**src/rtl/reimu_shot_scheduler.sv**
```systemverilog
// Player-bullet slot pool: per-frame advance, top-of-screen retirement,
// hit clearing, and cooldown-limited spawning into the lowest free slot.
module reimu_shot_scheduler #(
    parameter int NSLOT    = 4,
    parameter int SPEED    = 20,
    parameter int COOLDOWN = 6
) (
    input  logic                  clk_22,
    input  logic                  rst,
    input  logic                  frame_tick,
    input  logic                  fire,
    input  logic [9:0]            reimux,
    input  logic [9:0]            reimuy,
    input  logic [NSLOT-1:0]      hit,
    output logic [10*NSLOT-1:0]   bullet_x,
    output logic [10*NSLOT-1:0]   bullet_y,
    output logic [NSLOT-1:0]      bullet_active,
    output logic                  fire_ack,
    output logic                  busy
);
    typedef enum logic [1:0] {
        IDLE  = 2'd0,
        MOVE  = 2'd1,
        SPAWN = 2'd2
    } state_t;

    localparam logic [9:0] SPEED_W    = 10'(SPEED);
    localparam logic [7:0] COOLDOWN_W = 8'(COOLDOWN);

    state_t           state_reg;
    state_t           state_next;
    logic [7:0]       cd_reg;
    logic [NSLOT-1:0] active_reg;
    logic [NSLOT-1:0] spawn_sel;
    logic             any_free;
    logic             spawn_go;

    always_ff @(posedge clk_22 or posedge rst) begin
        if (rst) begin
            state_reg <= IDLE;
        end else begin
            state_reg <= state_next;
        end
    end

    // Ticks seen while MOVE/SPAWN are in flight are simply dropped.
    always_comb begin
        state_next = state_reg;
        case (state_reg)
            IDLE:    if (frame_tick) state_next = MOVE;
            MOVE:    state_next = SPAWN;
            SPAWN:   state_next = IDLE;
            default: state_next = IDLE;
        endcase
    end

    always_comb begin
        busy     = (state_reg == MOVE) || (state_reg == SPAWN);
        fire_ack = spawn_go;
    end

    always_comb begin
        spawn_sel = '0;
        any_free  = 1'b0;
        for (int i = 0; i < NSLOT; i++) begin
            if (!active_reg[i] && !any_free) begin
                spawn_sel[i] = 1'b1;
                any_free     = 1'b1;
            end
        end
    end

    assign spawn_go = (state_reg == SPAWN) && fire && (cd_reg == 8'd0) && any_free;

    always_ff @(posedge clk_22 or posedge rst) begin
        if (rst) begin
            cd_reg <= 8'd0;
        end else if (spawn_go) begin
            cd_reg <= COOLDOWN_W;
        end else if ((state_reg == MOVE) && (cd_reg != 8'd0)) begin
            cd_reg <= cd_reg - 8'd1;
        end
    end

    genvar gi;
    generate
        for (gi = 0; gi < NSLOT; gi++) begin : g_slot
            logic [9:0] x_reg;
            logic [9:0] y_reg;
            logic       act_reg;

            // Hit wins over move/retire; a slot that was free when sampled
            // cannot be hit, so a spawn into it always lands.
            always_ff @(posedge clk_22 or posedge rst) begin
                if (rst) begin
                    x_reg   <= 10'd0;
                    y_reg   <= 10'd0;
                    act_reg <= 1'b0;
                end else if (act_reg && hit[gi]) begin
                    act_reg <= 1'b0;
                end else if (act_reg && (state_reg == MOVE)) begin
                    if (y_reg < SPEED_W) begin
                        act_reg <= 1'b0;
                    end else begin
                        y_reg <= y_reg - SPEED_W;
                    end
                end else if (spawn_go && spawn_sel[gi]) begin
                    x_reg   <= reimux;
                    y_reg   <= reimuy;
                    act_reg <= 1'b1;
                end
            end

            assign active_reg[gi]          = act_reg;
            assign bullet_x[10*gi +: 10]   = x_reg;
            assign bullet_y[10*gi +: 10]   = y_reg;
        end
    endgenerate

    assign bullet_active = active_reg;

endmodule

```
**config.mk**
```make
export PLATFORM = sky130hd
export DESIGN_NAME = reimu_shot_scheduler
export DESIGN_NICKNAME = d
export VERILOG_FILES = /design/src/rtl/reimu_shot_scheduler.sv
export SDC_FILE = /design/constraint.sdc
export NUM_CORES = 1
export LEC_CHECK = 0
export ABC_AREA = 1
export BUFFER_PORTS_ARGS = -buffer_cell sky130_fd_sc_hd__buf_2
export CAP_MARGIN = 5
export CORE_UTILIZATION = 51
export DETAILED_ROUTE_END_ITERATION = 8
export PLACE_DENSITY = 0.75
export SLEW_MARGIN = 10
export SYNTH_ARGS = -nofsm -noshare
export SYNTH_HDL_FRONTEND = slang
export SYNTH_SLANG_ARGS = --single-unit
```
**constraint.sdc**
```tcl
create_clock -name clk_22 -period 4.9 [get_ports clk_22]
set_input_delay 1.47 -clock clk_22 [delete_from_list [all_inputs] [get_ports clk_22]]
set_output_delay 1.47 -clock clk_22 [all_outputs]
set_load 0.1 [all_outputs]
```
-- Word level (Yosys, flattened, before mapping)
Cells that the tools add are included.
Widths: inputs -> output; s select.
- reduce and logical (&&, ||, !) cells: 49
- $add $sub $neg: 5
- bitwise gates (word level): 8
- magnitude comparators: 4
- multiplexer cells: 39
- equality and inequality tests: 11
- operator list (kind ; number):
    $mux 10 ; 12
    $lt 10x5->1 const B ; 4
    $sub 10x5->10 const B ; 4
    $reduce_and 3->1 ; 8
    $mux 1 ; 23
    $logic_and 1x1->1 ; 19
    $mux 8 ; 2
    $ne 3x2->1 const B ; 4
    $reduce_bool 3->1 ; 4
    $ne 2x2->1 const B ; 5
    $reduce_bool 2->1 ; 5
    $logic_not 8->1 ; 1
    $not 1->1 ; 8
    $reduce_and 2->1 ; 4
    $reduce_bool 8->1 ; 1
    $sub 8x1->8 const B ; 1
    $logic_not 1->1 ; 5
    $pmux 2 s2 ; 1
    $eq 2x1->1 const B ; 1
    $eq 2x2->1 const B ; 1
    $logic_not 2->1 ; 1
    $mux 2 ; 1
    $logic_or 1x1->1 ; 1
- input port bits: 28
- flip-flop bits (word level): 94

-- Depth between registers and ports, before layout
Gate-level depths: netlist of run 1.
- depth after elaboration: 14
- gate-level depth with buffers: 12
- mapped depth without buffers: 11

-- Worst setup path after synthesis of run 1
Ideal clock, no wire load.
- path type: input-to-output
- from: input fire
- to: output fire_ack
- buffers on the path: 0
- data arrival time: 2.477 ns
- stages: 4
- path slack: 0.953 ns
- cells stage by stage: nand2_1 -> inv_1 -> nand3_1 -> inv_1
- longest elaborated chain between the ends: 3
- ends and longest elaborated chain (item ; line ; text):
    start, declared ; 11 ; input logic fire,
    $logic_and 1x1->1 (3 in a row) ; 73 ; assign spawn_go = (state_reg == SPAWN) && fire && (cd_reg == 8'd0) && any_free;
    end, declared ; 18 ; output logic fire_ack,
No other way between the ends.

-- Worst setup path in the final report of run 1
Ends and elaborated chain as after synthesis.

==> results of run 1 <==
[worst register-to-register path, cell delays in order, from the launching register on]
cell and delay (ns):
dfrtp_1 0.42, inv_1 0.12, ha_1 0.16, nand2_1 0.04
inv_1 0.26, nand3_2 0.59, nand2_1 0.53, nand2_1 0.10
nand2_1 0.08
[layer usage]
metal / track usage (%) / routed length [um] / vias to the layer above
li1: - / - / 2183
met1: 33.5 / 5210 / 2027
met2: 41.7 / 5460 / 141
met3: 5.62 / 879 / 14
met4: 7.92 / 170 / 0
met5: 0 / 0 / -
[cells in the final DEF (no fill, tap or decap), drive strengths merged, types with 4 or more instances in the layout]
master | synthesis | layout
a21oi | 5 | 5
buf | 12 | 115
clkbuf | 6 | 9
clkinv | 2 | 7
dfrtp | 94 | 94
ha | 10 | 10
inv | 68 | 69
nand2 | 220 | 220
nand3 | 59 | 59
nand4 | 5 | 5
nor2 | 27 | 27
o21ai | 87 | 87
or2 | 7 | 7
xnor2 | 4 | 4
xor2 | 7 | 7
[worst min path at each step]
stage,slack (ns),from,depth (start not counted),to
3_3_place_gp,0.46,g_slot[2].x_reg[6]$_DFFE_PP0P_,2,g_slot[2].x_reg[6]$_DFFE_PP0P_
6_report,0.49,g_slot[1].x_reg[0]$_DFFE_PP0P_,2,g_slot[1].x_reg[0]$_DFFE_PP0P_
3_5_place_dp,0.47,g_slot[1].x_reg[9]$_DFFE_PP0P_,2,g_slot[1].x_reg[9]$_DFFE_PP0P_
5_1_grt,0.51,g_slot[2].x_reg[2]$_DFFE_PP0P_,2,g_slot[2].x_reg[2]$_DFFE_PP0P_
2_1_floorplan,0.45,cd_reg[7]$_DFFE_PP0P_,1,cd_reg[7]$_DFFE_PP0P_
4_1_cts,0.49,g_slot[2].x_reg[6]$_DFFE_PP0P_,2,g_slot[2].x_reg[6]$_DFFE_PP0P_
[power by group through the flow]
stage	logic (W)	clock network [W]	registers (W)
6_report	0.00141	0.000510	0.00102
5_1_grt	0.00152	0.000547	0.00104
4_1_cts	0.00141	0.000517	0.00102
3_5_place_dp	0.00141	0	0.00104
3_3_place_gp	0.00139	0	0.00103
2_1_floorplan	0.000580	0	0.00163
[layout make-up]
class                           instances  area (sq um)
Timing Repair Buffer                  115           581
Fill cell                             857          3550
Clock inverter                          7          70.1
Clock buffer                            9           124
Sequential cell                        94          2350
Inverter                               70           264
Multi-Input combinational cell        439          2120
Tap cell                              111           139
[cell usage after synthesis, types with 3 or more instances]
| library cell | count |
|---|---|
| nor2_1 | 24 |
| or2_2 | 7 |
| buf_2 | 7 |
| dfrtp_1 | 94 |
| nand4_1 | 4 |
| nand2_2 | 4 |
| inv_1 | 66 |
| a21oi_1 | 4 |
| nand3_1 | 55 |
| xor2_1 | 7 |
| nand3_2 | 3 |
| clkbuf_1 | 6 |
| o21ai_1 | 9 |
| xnor2_1 | 4 |
| nand2_1 | 216 |
| buf_4 | 4 |
| o21ai_0 | 78 |
| ha_1 | 10 |
[metrics by stage]
step	setup slack [ns]	hold WS [ns]	cell area, sq um	util (%)
finish	0.937	0.491	5650	61.4
global route	0.883	0.505	5650	61.4
CTS	0.926	0.494	5650	61.4
detailed placement	0.927	0.468	5460	59.3
global placement	0.958	0.461	5460	59.3
floorplan	0.953	0.446	4830	-
[cells by family (layout without fill, tap and decap cells)]
family | count (synthesis) | in the layout | synth area share (%)
AOI/OAI and AO/OA | 94 | 94 | 10.1
xor gates and xnor gates | 11 | 11 | 1.99
adders and majority gates | 10 | 10 | 2.59
buffers and inverters | 88 | 201 | 7.48
DFF | 94 | 94 | 48.7
and+or+nand+nor | 324 | 324 | 29.2
==> impl_metrics.yaml, run 1 <==
worst_setup_path:
  critPathBufInv: 4
  rr_endpoint: "g_slot[2].y_reg[8]$_DFFE_PP0P_"
  worstSetupStartpointType: "primary input"
  reg2reg_slack_ns: 2.53
  crit_path_end_kind: "primary output"
  critPathLaunch: "fire"
  path_cells: "buf_2 -> nand2_1 -> inv_1 -> nand3_1 -> inv_1 -> buf_2"
  cp.depth: 6
  endpoint: "fire_ack"
  critical_path.top_delay_family: "buffers and inverters"
  critPathSlowestCell: "buf_2"
  cp_max_fo: 7
  timing.rr.start: "state_reg[0]$_DFFE_PP0P_"
  required_ns: 3.43
  rr_worst_depth: 8
  timing_worst_setup_path_type: "in2out"
  slowest_delay_ns: 0.41
  crit_arrival_ns: 2.49
clock_network:
  htree_levels: 3
  cts_resized: 0
  path_clk_slew_ns: 0.10
  cts_tree: "built"
  clk_path_buf_depth: 2
  insertion_delay_ns: 0.37
  cts_sinks: 94
  holdBufCountCts: 0
  cts_made_buffers: 9
  root_buffer: "clkbuf_8"
  cts_setup_buffers: 0
synthesis:
  synth-main-ff-cell: "dfrtp_1"
  synth_cells: 621
  netlist.area_leader.share_pct: 48.7
  syn-mean-instance-area_sq_um: 7.78
  seq_area_frac_synth_pct: 48.7
  synth_top_area_cell: "dfrtp_1"
  synth.net_count: 659
  synth_cell_types: 32
  synth_edf_count: 0
  async_flop_share_pct: 100
  synth_area_leaders: "dfrtp_1 49%, nand2_1 17%, o21ai_0 8.1%"
  ys_seq_elements: 94
  synth_area_sq_um: 4830
  yosys_warnings: 0
sta:
  fin_crit_sh_pct: 80.9
  slew_violations: 0
  finalSetupViolations: 0
  rsz0062_at_grt: "no"
  fin_worst_skew_ns: 0.0127
  hold_viol_final: 0
  finalWorstPathRequiredPeriod_ns: 3.96
  max_freq_ghz: 0.252
  tightest_slew_ns: 0.681
  setup-tns-final_ns: 0
  slew_headroom_pct: 54.5
global_route:
  grt_pass1_vias: 4216
  grt_use_total_pct: 25.3
  antenna_found_initial: 0
  grt_max_degree: 36
  grt_pass1_wl_um: 19600
  gr-total-overflow: 0
placement:
  numPortBuffers: 113
  routabilityCongestion: 0.866
  placedCellCount: 829
  place_hpwl_um: 8460
finish:
  area_delta_synth_final_pct: 16.9
  nets: 767
  drive_gt1_share_pct: 21.0
  antenna_cells: 0
  final_cells: 845
run:
  maxCapViolations: 0
die:
  row_count: 35
  die-area_sq_um: 9870
  initial_utilization_pct: 52.6
  die_y_um: 99.4
  core-area_sq_um: 9200
  ioPinCount: 114
  die_w_um: 99.4
power_and_ir_drop:
  seqPwrFrac_pct: 34.8
  vdd_drop_max_uv: 422
  p_per_area_nw_per_um2: 520
  power_frac_clock_pct: 17.4
  power.total_w: 0.00294
  pwr-share-comb_pct: 47.9
  switchingPower_w: 0.00155
  internal_power_w: 0.00139
  total_leakage_power_nw: 3.24
  swShare_pct: 52.8
run_status:
  violations: "DRC"
  status: "complete, but fails checks"
route:
  avgRoutedWirePerCell_um: 13.9
  drc: 2
  viasPerCell: 5.17
  via_count: 4365
  routed_wl_um: 11700
  drtIter0Drc: 174
  ant_nets: 0
  drt-pass1-iter-count: 8
worst_hold_path:
  hold_class: "reg2reg"
(Power assumes the default switching activity.)
==> inputs of run 2 (changes only) <==
- clock period: 4.9 -> 3.9 ns (I/O delays scaled with it)
==> impl_metrics.yaml, run 2 (synthesis gave the netlist of run 1 again) <==
die:
  die_w_um: 99.4
  ioPinCount: 114
  die-area_sq_um: 9870
  row_count: 35
  die_y_um: 99.4
  initial_utilization_pct: 52.6
  core-area_sq_um: 9200
finish:
  final_cell_mix: "216 x nand2_1, 113 x buf_2, 94 x dfrtp_1, 78 x o21ai_0, 65 x inv_1"
  nets: 768
  area_delta_synth_final_pct: 17.2
  drive_gt1_share_pct: 21.1
  antenna_cells: 0
  n_fill_cell: 821
  layout_commonest_cell: "nand2_1"
  stdcell_area_sq_um: 5660
worst_setup_path:
  timing.rr.start: "state_reg[1]$_DFFE_PP0P_"
  path_cells: "buf_2 -> nand2_1 -> inv_1 -> nand3_1 -> inv_1 -> buf_2"
  rr_endpoint: "g_slot[1].y_reg[2]$_DFFE_PP0P_"
  slowest_delay_ns: 0.41
  critical_path.top_delay_family: "buffers and inverters"
  crit_path_end_kind: "primary output"
  timing_worst_setup_path_type: "in2out"
  worstSetupStartpointType: "primary input"
  rr_worst_depth: 10
  reg2reg_slack_ns: 1.62
  critPathBufInv: 4
  critPathSlowestCell: "buf_2"
  crit_arrival_ns: 2.19
  required_ns: 2.73
  cp_max_fo: 7
global_route:
  grt_pass1_wl_um: 20400
  grt_pass1_vias: 4413
  grt_max_degree: 54
  grt_use_total_pct: 26.0
  antenna_found_initial: 0
  gr-total-overflow: 0
route:
  drt-pass1-iter-count: 7
  drtIter0Drc: 228
  avgRoutedWirePerCell_um: 14.1
  ant_nets: 0
  viasPerCell: 5.26
  drc: 0
  via_count: 4447
  routed_wl_um: 12000
sta:
  finalSetupViolations: 0
  slew_headroom_pct: 49.9
  rsz0062_at_grt: "no"
  setup-tns-final_ns: 0
  fin_crit_sh_pct: 86.3
  max_freq_ghz: 0.297
  hold_viol_final: 0
  finalWorstPathRequiredPeriod_ns: 3.36
  fin_worst_skew_ns: 0.0145
  slew_violations: 0
  tightest_slew_ns: 0.751
run_status:
  status: "finished, final reports clean"
clock_network:
  holdBufCountCts: 0
  cts_setup_buffers: 0
  insertion_delay_ns: 0.36
  clk_path_buf_depth: 2
  cts_sinks: 94
  cts_resized: 0
  cts_tree: "built"
  root_buffer: "clkbuf_8"
  cts_made_buffers: 9
  path_clk_slew_ns: 0.10
  htree_levels: 3
placement:
  numPortBuffers: 113
  postPlaceCellArea_sq_um: 5480
  routabilityCongestion: 0.907
  place_hpwl_um: 8570
power_and_ir_drop:
  total_leakage_power_nw: 3.24
  p_per_area_nw_per_um2: 652
  vdd_drop_max_uv: 385
worst_hold_path:
  min_from: "g_slot[1].x_reg[0]$_DFFE_PP0P_"
  worstHoldEndpoint: "g_slot[1].x_reg[0]$_DFFE_PP0P_"
  hold_class: "reg2reg"
  whs_path_depth: 2
run:
  maxCapViolations: 0
-- run 2: where the power goes --
part           internal, W  switching [W]  total [W]
clock             0.000247       0.000383   0.000629
combinational     0.000363        0.00141    0.00178
sequential         0.00113       0.000150    0.00128
-- run 2: final cells by class --
cell class / count / area, sq um / area share (%)
Clock buffer: 9 / 124 / 2.19
Multi-Input combinational cell: 439 / 2120 / 37.4
Timing Repair Buffer: 116 / 601 / 10.6
Clock inverter: 7 / 63.8 / 1.13
Tap cell: 111 / 139 / 2.45
Inverter: 70 / 264 / 4.66
Sequential cell: 94 / 2350 / 41.5
-- run 2: worst register-to-register path: stages, from the launching register on --
cell and delay [ns]:
dfrtp_1 0.36, inv_1 0.09, ha_1 0.29, nand2_1 0.44, clkinv_1 0.36, nand2_1 0.15
nand2_1 0.08, inv_2 0.12, nand2_2 0.14, nand2_1 0.09, nand2_1 0.05
-- run 2: how the worst max path moves through the flow --
| stage | end | from | depth (start not counted) |
|---|---|---|---|
| after detailed placement | fire_ack | fire | 6 |
| final | fire_ack | fire | 6 |
| after CTS | fire_ack | fire | 6 |
| after global routing | fire_ack | fire | 6 |
| after floorplan | cd_reg[0]$_DFFE_PP0P_ | rst | 1 |
| after global placement | fire_ack | fire | 6 |
-- run 2: metrics by stage --
step	setup WS [ns]	utilization (%)	hold slack [ns]	instances	total power, W
detailed placement	0.530	59.5	0.472	830	0.00308
global placement	0.562	59.5	0.463	830	0.00303
floorplan	0.281	-	0.446	621	0.00278
finish	0.535	61.6	0.492	846	0.00369
global route	0.468	61.6	0.510	846	0.00392
CTS	0.529	61.6	0.496	846	0.00370
-- run 2: routing by layer --
layer	track usage, %	vias up	share of wire (%)
met1	33.8	2070	42
li1	-	2188	-
met3	6.47	22	8.3
met4	8.48	0	1.9
met5	0	-	0
met2	42.9	167	48
